$ cat src/rtl/y86_pkg.sv
// Shared Y86-64 definitions: instruction codes, status codes, register IDs
// and the D-stage register layout with its bubble value.
package y86_pkg;

  localparam logic [3:0] HALT   = 4'h0;
  localparam logic [3:0] NOP    = 4'h1;
  localparam logic [3:0] RRMOVQ = 4'h2;  // also CMOVxx
  localparam logic [3:0] IRMOVQ = 4'h3;
  localparam logic [3:0] RMMOVQ = 4'h4;
  localparam logic [3:0] MRMOVQ = 4'h5;
  localparam logic [3:0] OPQ    = 4'h6;
  localparam logic [3:0] JXX    = 4'h7;
  localparam logic [3:0] CALL   = 4'h8;
  localparam logic [3:0] RET    = 4'h9;
  localparam logic [3:0] PUSHQ  = 4'hA;
  localparam logic [3:0] POPQ   = 4'hB;

  localparam logic [3:0] RNONE = 4'hF;

  localparam logic [2:0] STAT_AOK = 3'd1;
  localparam logic [2:0] STAT_HLT = 3'd2;
  localparam logic [2:0] STAT_ADR = 3'd3;
  localparam logic [2:0] STAT_INS = 3'd4;

  typedef struct packed {
    logic [2:0]  stat;
    logic [3:0]  icode;
    logic [3:0]  ifun;
    logic [3:0]  ra;
    logic [3:0]  rb;
    logic [63:0] valc;
    logic [63:0] valp;
  } d_reg_t;

  localparam d_reg_t D_BUBBLE = '{
    stat:  STAT_AOK,
    icode: NOP,
    ifun:  4'h0,
    ra:    RNONE,
    rb:    RNONE,
    valc:  64'h0,
    valp:  64'h0
  };

endpackage

$ cat src/rtl/fetch_ctrl_if.sv
// Signal bundle between the fetch stage datapath, pipeline control and
// fetch_ctrl. Optional perf counters appear when FETCH_PERF_EN is defined.
interface fetch_ctrl_if;
  logic [3:0]  f_icode;
  logic [3:0]  f_ifun;
  logic [3:0]  f_rA;
  logic [3:0]  f_rB;
  logic [63:0] f_valC;
  logic [63:0] f_valP;
  logic        imem_error;
  logic [3:0]  M_icode;
  logic        M_Cnd;
  logic [63:0] M_valA;
  logic [3:0]  W_icode;
  logic [63:0] W_valM;
  logic        F_stall;
  logic        D_stall;
  logic        D_bubble;
  logic [63:0] f_pc;
  logic        need_regids;
  logic        need_valC;
  logic [63:0] F_predPC;
  logic [2:0]  D_stat;
  logic [3:0]  D_icode;
  logic [3:0]  D_ifun;
  logic [3:0]  D_rA;
  logic [3:0]  D_rB;
  logic [63:0] D_valC;
  logic [63:0] D_valP;
`ifdef FETCH_PERF_EN
  logic [31:0] perf_fetched;
  logic [31:0] perf_bubbles;
  logic [31:0] perf_mispredicts;
`endif

  modport slave (
    input  f_icode, f_ifun, f_rA, f_rB, f_valC, f_valP, imem_error,
    input  M_icode, M_Cnd, M_valA, W_icode, W_valM, F_stall, D_stall, D_bubble,
`ifdef FETCH_PERF_EN
    output perf_fetched, perf_bubbles, perf_mispredicts,
`endif
    output f_pc, need_regids, need_valC, F_predPC,
    output D_stat, D_icode, D_ifun, D_rA, D_rB, D_valC, D_valP
  );

  modport master (
    output f_icode, f_ifun, f_rA, f_rB, f_valC, f_valP, imem_error,
    output M_icode, M_Cnd, M_valA, W_icode, W_valM, F_stall, D_stall, D_bubble,
`ifdef FETCH_PERF_EN
    input  perf_fetched, perf_bubbles, perf_mispredicts,
`endif
    input  f_pc, need_regids, need_valC, F_predPC,
    input  D_stat, D_icode, D_ifun, D_rA, D_rB, D_valC, D_valP
  );
endinterface

$ cat src/rtl/d_pipe_reg.sv
// Generic pipeline register with stall (hold) and bubble (load BubbleVal).
// Stall has priority over bubble; reset loads the bubble value.
module d_pipe_reg #(
  parameter int unsigned      Width     = 8,
  parameter logic [Width-1:0] BubbleVal = '0
) (
  input  logic             clk,
  input  logic             rst,
  input  logic             stall,
  input  logic             bubble,
  input  logic [Width-1:0] d,
  output logic [Width-1:0] q
);

  // Hold on stall, insert bubble, otherwise capture the stage input.
  always_ff @(posedge clk or posedge rst) begin
    if (rst) begin
      q <= BubbleVal;
    end else if (stall) begin
      q <= q;
    end else if (bubble) begin
      q <= BubbleVal;
    end else begin
      q <= d;
    end
  end

endmodule

$ cat src/rtl/fetch_ctrl.sv
// Y86-64 fetch-stage control: PC select, icode decode, status, next-PC
// prediction, F register and F/D pipeline register.
// Optional feature macro: FETCH_PERF_EN adds wrapping 32-bit perf counters.
module fetch_ctrl
  import y86_pkg::*;
#(
  parameter logic [63:0] RESET_PC = 64'h0
) (
  input logic          clk,
  input logic          rst,
  fetch_ctrl_if.slave  bus
);

  logic        mispredict;
  logic        ret_sel;
  logic [3:0]  icode;
  logic [3:0]  ifun;
  logic        instr_valid;
  logic [2:0]  f_stat;
  logic [63:0] pred_pc;
  logic [63:0] pred_pc_q;
  d_reg_t      d_in;
  d_reg_t      d_q;

  assign mispredict = (bus.M_icode == JXX) && !bus.M_Cnd;
  assign ret_sel    = (bus.W_icode == RET);

  // Fetch address: mispredict fall-through beats return address beats prediction.
  always_comb begin
    if (mispredict) begin
      bus.f_pc = bus.M_valA;
    end else if (ret_sel) begin
      bus.f_pc = bus.W_valM;
    end else begin
      bus.f_pc = pred_pc_q;
    end
  end

  // A bad fetch address turns the instruction into a NOP so nothing downstream acts on it.
  always_comb begin
    icode = imem_sel_icode(bus.imem_error, bus.f_icode);
    ifun  = bus.imem_error ? 4'h0 : bus.f_ifun;
  end

  assign bus.need_regids = icode inside {RRMOVQ, IRMOVQ, RMMOVQ, MRMOVQ, OPQ, PUSHQ, POPQ};
  assign bus.need_valC   = icode inside {IRMOVQ, RMMOVQ, MRMOVQ, JXX, CALL};

  // Legal icode/ifun combinations.
  always_comb begin
    instr_valid = 1'b0;
    case (icode)
      RRMOVQ, JXX: instr_valid = (ifun <= 4'd6);
      OPQ:         instr_valid = (ifun <= 4'd3);
      HALT, NOP, IRMOVQ, RMMOVQ, MRMOVQ, CALL, RET, PUSHQ, POPQ:
                   instr_valid = (ifun == 4'h0);
      default:     instr_valid = 1'b0;
    endcase
  end

  // Fetch status classification.
  always_comb begin
    if (bus.imem_error) begin
      f_stat = STAT_ADR;
    end else if (!instr_valid) begin
      f_stat = STAT_INS;
    end else if (icode == HALT) begin
      f_stat = STAT_HLT;
    end else begin
      f_stat = STAT_AOK;
    end
  end

  // Jumps are always predicted taken; calls go to their target.
  assign pred_pc = (icode == JXX || icode == CALL) ? bus.f_valC : bus.f_valP;

  // F register: update the prediction unless fetch is stalled.
  always_ff @(posedge clk or posedge rst) begin
    if (rst) begin
      pred_pc_q <= RESET_PC;
    end else if (!bus.F_stall) begin
      pred_pc_q <= pred_pc;
    end
  end

  assign bus.F_predPC = pred_pc_q;

  assign d_in = '{
    stat:  f_stat,
    icode: icode,
    ifun:  ifun,
    ra:    bus.f_rA,
    rb:    bus.f_rB,
    valc:  bus.f_valC,
    valp:  bus.f_valP
  };

  d_pipe_reg #(
    .Width     ($bits(d_reg_t)),
    .BubbleVal (D_BUBBLE)
  ) u_d_reg (
    .clk    (clk),
    .rst    (rst),
    .stall  (bus.D_stall),
    .bubble (bus.D_bubble),
    .d      (d_in),
    .q      (d_q)
  );

  assign bus.D_stat  = d_q.stat;
  assign bus.D_icode = d_q.icode;
  assign bus.D_ifun  = d_q.ifun;
  assign bus.D_rA    = d_q.ra;
  assign bus.D_rB    = d_q.rb;
  assign bus.D_valC  = d_q.valc;
  assign bus.D_valP  = d_q.valp;

`ifdef FETCH_PERF_EN
  logic [31:0] perf_fetched_q;
  logic [31:0] perf_bubbles_q;
  logic [31:0] perf_mispredicts_q;

  // Event counters; they wrap silently on overflow.
  always_ff @(posedge clk or posedge rst) begin
    if (rst) begin
      perf_fetched_q     <= 32'd0;
      perf_bubbles_q     <= 32'd0;
      perf_mispredicts_q <= 32'd0;
    end else begin
      if (!bus.D_stall && !bus.D_bubble) perf_fetched_q <= perf_fetched_q + 32'd1;
      if (!bus.D_stall && bus.D_bubble)  perf_bubbles_q <= perf_bubbles_q + 32'd1;
      if (mispredict) perf_mispredicts_q <= perf_mispredicts_q + 32'd1;
    end
  end

  assign bus.perf_fetched     = perf_fetched_q;
  assign bus.perf_bubbles     = perf_bubbles_q;
  assign bus.perf_mispredicts = perf_mispredicts_q;
`endif

  function automatic logic [3:0] imem_sel_icode(input logic err, input logic [3:0] raw);
    return err ? NOP : raw;
  endfunction

endmodule

$ cat src/flat_wrapper.sv
// flat-port wrapper written by rule: the top's interface ports become plain ports
module fetch_ctrl_flat import y86_pkg::*;
#(
  parameter logic [63:0] RESET_PC = 64'h0
)
  (clk, rst, bus_f_icode, bus_f_ifun, bus_f_rA, bus_f_rB, bus_f_valC, bus_f_valP, bus_imem_error, bus_M_icode, bus_M_Cnd, bus_M_valA, bus_W_icode, bus_W_valM, bus_F_stall, bus_D_stall, bus_D_bubble, bus_f_pc, bus_need_regids, bus_need_valC, bus_F_predPC, bus_D_stat, bus_D_icode, bus_D_ifun, bus_D_rA, bus_D_rB, bus_D_valC, bus_D_valP);
  fetch_ctrl_if bus_i ();
  input logic clk;
  input logic rst;
  input wire logic [$bits(bus_i.f_icode)-1:0] bus_f_icode;
  input wire logic [$bits(bus_i.f_ifun)-1:0] bus_f_ifun;
  input wire logic [$bits(bus_i.f_rA)-1:0] bus_f_rA;
  input wire logic [$bits(bus_i.f_rB)-1:0] bus_f_rB;
  input wire logic [$bits(bus_i.f_valC)-1:0] bus_f_valC;
  input wire logic [$bits(bus_i.f_valP)-1:0] bus_f_valP;
  input wire logic [$bits(bus_i.imem_error)-1:0] bus_imem_error;
  input wire logic [$bits(bus_i.M_icode)-1:0] bus_M_icode;
  input wire logic [$bits(bus_i.M_Cnd)-1:0] bus_M_Cnd;
  input wire logic [$bits(bus_i.M_valA)-1:0] bus_M_valA;
  input wire logic [$bits(bus_i.W_icode)-1:0] bus_W_icode;
  input wire logic [$bits(bus_i.W_valM)-1:0] bus_W_valM;
  input wire logic [$bits(bus_i.F_stall)-1:0] bus_F_stall;
  input wire logic [$bits(bus_i.D_stall)-1:0] bus_D_stall;
  input wire logic [$bits(bus_i.D_bubble)-1:0] bus_D_bubble;
  output wire logic [$bits(bus_i.f_pc)-1:0] bus_f_pc;
  output wire logic [$bits(bus_i.need_regids)-1:0] bus_need_regids;
  output wire logic [$bits(bus_i.need_valC)-1:0] bus_need_valC;
  output wire logic [$bits(bus_i.F_predPC)-1:0] bus_F_predPC;
  output wire logic [$bits(bus_i.D_stat)-1:0] bus_D_stat;
  output wire logic [$bits(bus_i.D_icode)-1:0] bus_D_icode;
  output wire logic [$bits(bus_i.D_ifun)-1:0] bus_D_ifun;
  output wire logic [$bits(bus_i.D_rA)-1:0] bus_D_rA;
  output wire logic [$bits(bus_i.D_rB)-1:0] bus_D_rB;
  output wire logic [$bits(bus_i.D_valC)-1:0] bus_D_valC;
  output wire logic [$bits(bus_i.D_valP)-1:0] bus_D_valP;
  assign bus_i.f_icode = bus_f_icode;
  assign bus_i.f_ifun = bus_f_ifun;
  assign bus_i.f_rA = bus_f_rA;
  assign bus_i.f_rB = bus_f_rB;
  assign bus_i.f_valC = bus_f_valC;
  assign bus_i.f_valP = bus_f_valP;
  assign bus_i.imem_error = bus_imem_error;
  assign bus_i.M_icode = bus_M_icode;
  assign bus_i.M_Cnd = bus_M_Cnd;
  assign bus_i.M_valA = bus_M_valA;
  assign bus_i.W_icode = bus_W_icode;
  assign bus_i.W_valM = bus_W_valM;
  assign bus_i.F_stall = bus_F_stall;
  assign bus_i.D_stall = bus_D_stall;
  assign bus_i.D_bubble = bus_D_bubble;
  assign bus_f_pc = bus_i.f_pc;
  assign bus_need_regids = bus_i.need_regids;
  assign bus_need_valC = bus_i.need_valC;
  assign bus_F_predPC = bus_i.F_predPC;
  assign bus_D_stat = bus_i.D_stat;
  assign bus_D_icode = bus_i.D_icode;
  assign bus_D_ifun = bus_i.D_ifun;
  assign bus_D_rA = bus_i.D_rA;
  assign bus_D_rB = bus_i.D_rB;
  assign bus_D_valC = bus_i.D_valC;
  assign bus_D_valP = bus_i.D_valP;
  fetch_ctrl #(.RESET_PC(RESET_PC)) u_core (.clk(clk), .rst(rst), .bus(bus_i));
endmodule
$ cat config.mk
export PLATFORM = sky130hd
export DESIGN_NAME = fetch_ctrl_flat
export DESIGN_NICKNAME = d
export VERILOG_FILES = /design/src/rtl/y86_pkg.sv /design/src/rtl/fetch_ctrl_if.sv /design/src/rtl/d_pipe_reg.sv /design/src/rtl/fetch_ctrl.sv /design/src/flat_wrapper.sv
export SDC_FILE = /design/constraint.sdc
export NUM_CORES = 1
export LEC_CHECK = 0
export ABC_AREA = 0
export CORE_AREA = 5 5 217 219
export CTS_CLUSTER_DIAMETER = 50
export DETAILED_ROUTE_END_ITERATION = 12
export DIE_AREA = 0 0 222 224
export GPL_TIMING_DRIVEN = 0
export PLACE_DENSITY = 0.55
export RECOVER_POWER = 100
export SLEW_MARGIN = 20
export SYNTH_ARGS = -nofsm -noshare
export SYNTH_HDL_FRONTEND = slang
export SYNTH_SLANG_ARGS = --single-unit
$ cat constraint.sdc
create_clock -name clk -period 19.3 [get_ports clk]
set_input_delay 3.86 -clock clk [delete_from_list [all_inputs] [get_ports clk]]
set_output_delay 3.86 -clock clk [all_outputs]
set_load 0.01 [all_outputs]
==> impl_results.md <==
* ANT nets after route at 0
* Clock Skew at 0 ns
* Max_cap viols at 2
* Vias per std cell at 4.55
* WL met2 at 24600 um
* Switching Power at 0.000407 W
* DRC at 0
* Drt wl/cell at 21.6 um
* Slowest-stage cell, CP: clkbuf_1
* Post-Synthesis Cells at 1133
* Post-CTS Resized at 0
* Crit path DAT at 6.96 ns
* Synthesized area at 10300 sq um
* Synth unique cells at 33
* # IOs at 564
* Leakage at 7.49 nW
* Pre-Repair DR Iteration Count at 5
* CP Launch Type: primary input
* Status: finished with violations
* Worst slack at placement at 8.43 ns
* Root Buffer: clkbuf_16
* Die Wd at 222 um
* DR top layer: met4
* Routability congestion estimate at 0.888
* Top_reg_cell synth: dfrtp_1
* Post-Syn Nets at 1420
* Inserted Clock Buffers at 34
* Core area at 44900 sq um
* Largest net degree at the start of global routing at 98
* P_int at 0.00104 W
* Area growth syn-to-layout at 72.4%
* Final WL at 50800 um
* Starting Density at 22.9%
* # diodes at 0
* Vias in the first global route at 11200
* Critical path cell sequence: clkdlybuf4s50_1, nor4bb_1, nand2_1, clkbuf_1, clkbuf_1, a21oi_1, dlygate4sd3_1
* DR WL met3 at 3410 um
* Total number of vias at 10700
* Worst hold-check path type: flop to flop
* Crit path max fanout at 10
* Final Cycle Share at 56.0%
* Dominant cell type by area after synthesis: dfrtp_1
* Layout cells sized above 1 at 5.01%
* Post-CTS setup buffer count at 0
* Initial antenna violation count at 1
* Unrepaired setup endpoints after global routing: no
* Htree depth at 2
* Commonest cells after routing, fill and taps aside: nand2_1, dlygate4sd3_1, clkdlybuf4s50_1, dfrtp_1, o21ai_0
* Yosys warning count at 0
* Worst Setup End Kind: output pin
* Post-synth EDFFs at 0
* HPWL after DPL at 39200 um
* Top-area cell type share of the netlist area at 49.0%
* TNS Setup at 0 ns
* Mapped Avg Cell Area at 9.05 sq um
* Relative slew slack at -258%
* FILL cells at 4551
* Most Frequent Cell on Critical Path: clkbuf_1
* Worst vdd ir at 0.0509 mV
* Most common cell after layout, fill and taps aside: nand2_1
* Rows at 78
* Initial DRC count at 640
* Setup violations, final at 0
* CTS tree: yes
* Post-CTS Hold Buffers at 0
* Max Fclk at 0.0924 GHz
* Die area at 49700 sq um
* Max Slew Vio Count at 195
* Crit path buf inv count at 4
* GRT overflow at 0
* Post-synthesis sequential area ratio at 51.6%
* Global-route wire length before repair at 74600 um
* Max clock buf depth at 3
* Crit Path Category: primary input to output pin
* Power share of the clock group at 44.2%
* Power, Total at 0.00145 W
* Switching Share at 28.1%
* Worst-Margin Slew at 5.36 ns
* Clock transition at path regs at 0.06 ns
* Max incr delay on CP at 0.75 ns
* Sequential Power Share at 35.2%
* WL met1 at 21600 um
* IO buf count at 560
* PwrDens at 81.8 nW/um^2
* Failing checks: max-capacitance violations, max-slew violations
* Ys async rst share at 100%
* Fin. Hold Viols at 0
* Num Clock Sinks at 211
* Kind of cell adding the most delay to the critical path: buffers and inverters
* Crit path required time at 15.44 ns
* Clk Latency, worst-skew pair at 0.52 ns
* Global Route Usage Sum at 19.6%
* Logic pwr share at 20.6%
* Setup ws final at 8.48 ns
* Seq cells post-synth at 211
* Post-layout min period at 10.82 ns
* Area contributors post-synth: dfrtp_1, mux2i_1, nand2_1
* Final net count at 2018
* Die height at 224 um
[path summary, 6_finish.rpt]
check	cells past startpoint	endpoint	slack, ns	start
max in group asynchronous	3	u_core.u_d_reg.q[120]	9.75	rst
max	7	bus_f_pc[6]	8.48	bus_M_icode[2]
max reg2reg	2	u_core.u_d_reg.q[144]	18.50	u_core.u_d_reg.q[144]
min reg2reg	2	u_core.u_d_reg.q[30]	0.47	u_core.u_d_reg.q[30]
min	2	u_core.u_d_reg.q[30]	0.47	u_core.u_d_reg.q[30]
min in group asynchronous	2	u_core.bus.F_predPC[19]	3.95	rst
[stage by stage]
stage	std cells	util, %	hold slack (ns)	cell area (sq um)
2_1_floorplan	1133	-	0.492	10300
3_3_place_gp	2293	37.0	0.465	16600
3_5_place_dp	2295	37.1	0.473	16700
4_1_cts	2355	39.8	0.486	17800
5_1_grt	2355	39.4	0.496	17700
6_report	2355	39.4	0.473	17700
[logic make-up after synthesis]
group                  after synthesis  synth area share (%)
AOI/OAI and AO/OA                  285                  14.4
buffers and inverters               93                  5.78
DFF                                211                  51.6
muxes                              128                  12.5
and+or+nand+nor                    416                  15.7
[synthesized netlist by cell type, types with 4 or more instances]
library cell	count
buf_1	6
o21ai_0	135
clkbuf_1	54
dlygate4sd1_1	5
buf_4	7
nor2_1	76
buf_12	7
a22o_1	9
o21ai_1	66
dfrtp_1	201
clkbuf_8	5
nand2_1	329
mux2i_1	128
dfstp_2	10
a21oi_1	68
inv_1	4
[routing by layer]
metal  vias up  GRT usage, %
li1       5030             -
met1      5218          24.9
met2       397          33.0
met3        63          5.54
met4         0          4.95
met5         -             0
[worst reg2reg max path: cells and delay by family (launching register included)]
family	cells	cell delay [ns]
flip-flops	1	0.52
AO/OA/AOI/OAI	2	0.20
[flip-flops by register name, summed over array words and instances, names as in the netlist]
| register | flops |
|---|---|
| u_core.bus.F_predPC | 64 |
| u_core.u_d_reg.q | 147 |
[power by group through the flow]
stage / Combinational [W] / Sequential, W / Clock (W)
floorplan: 0.0000933 / 0.000528 / 0
global placement: 0.000324 / 0.000517 / 0
detailed placement: 0.000327 / 0.000518 / 0
CTS: 0.000329 / 0.000511 / 0.000654
global route: 0.000322 / 0.000513 / 0.000674
finish: 0.000299 / 0.000509 / 0.000639
[cell type report]
cell class | count | area (sq um) | area share (%)
buffer | 89 | 464 | 2.63
clock buffer | 41 | 928 | 5.25
clock inverter | 19 | 243 | 1.37
inverter | 4 | 16.3 | 0.0920
multi-input combinational | 829 | 4370 | 24.7
sequential | 211 | 5290 | 29.9
tap | 600 | 751 | 4.25
timing repair buffer | 562 | 5610 | 31.7
(Power assumes the default switching activity.)
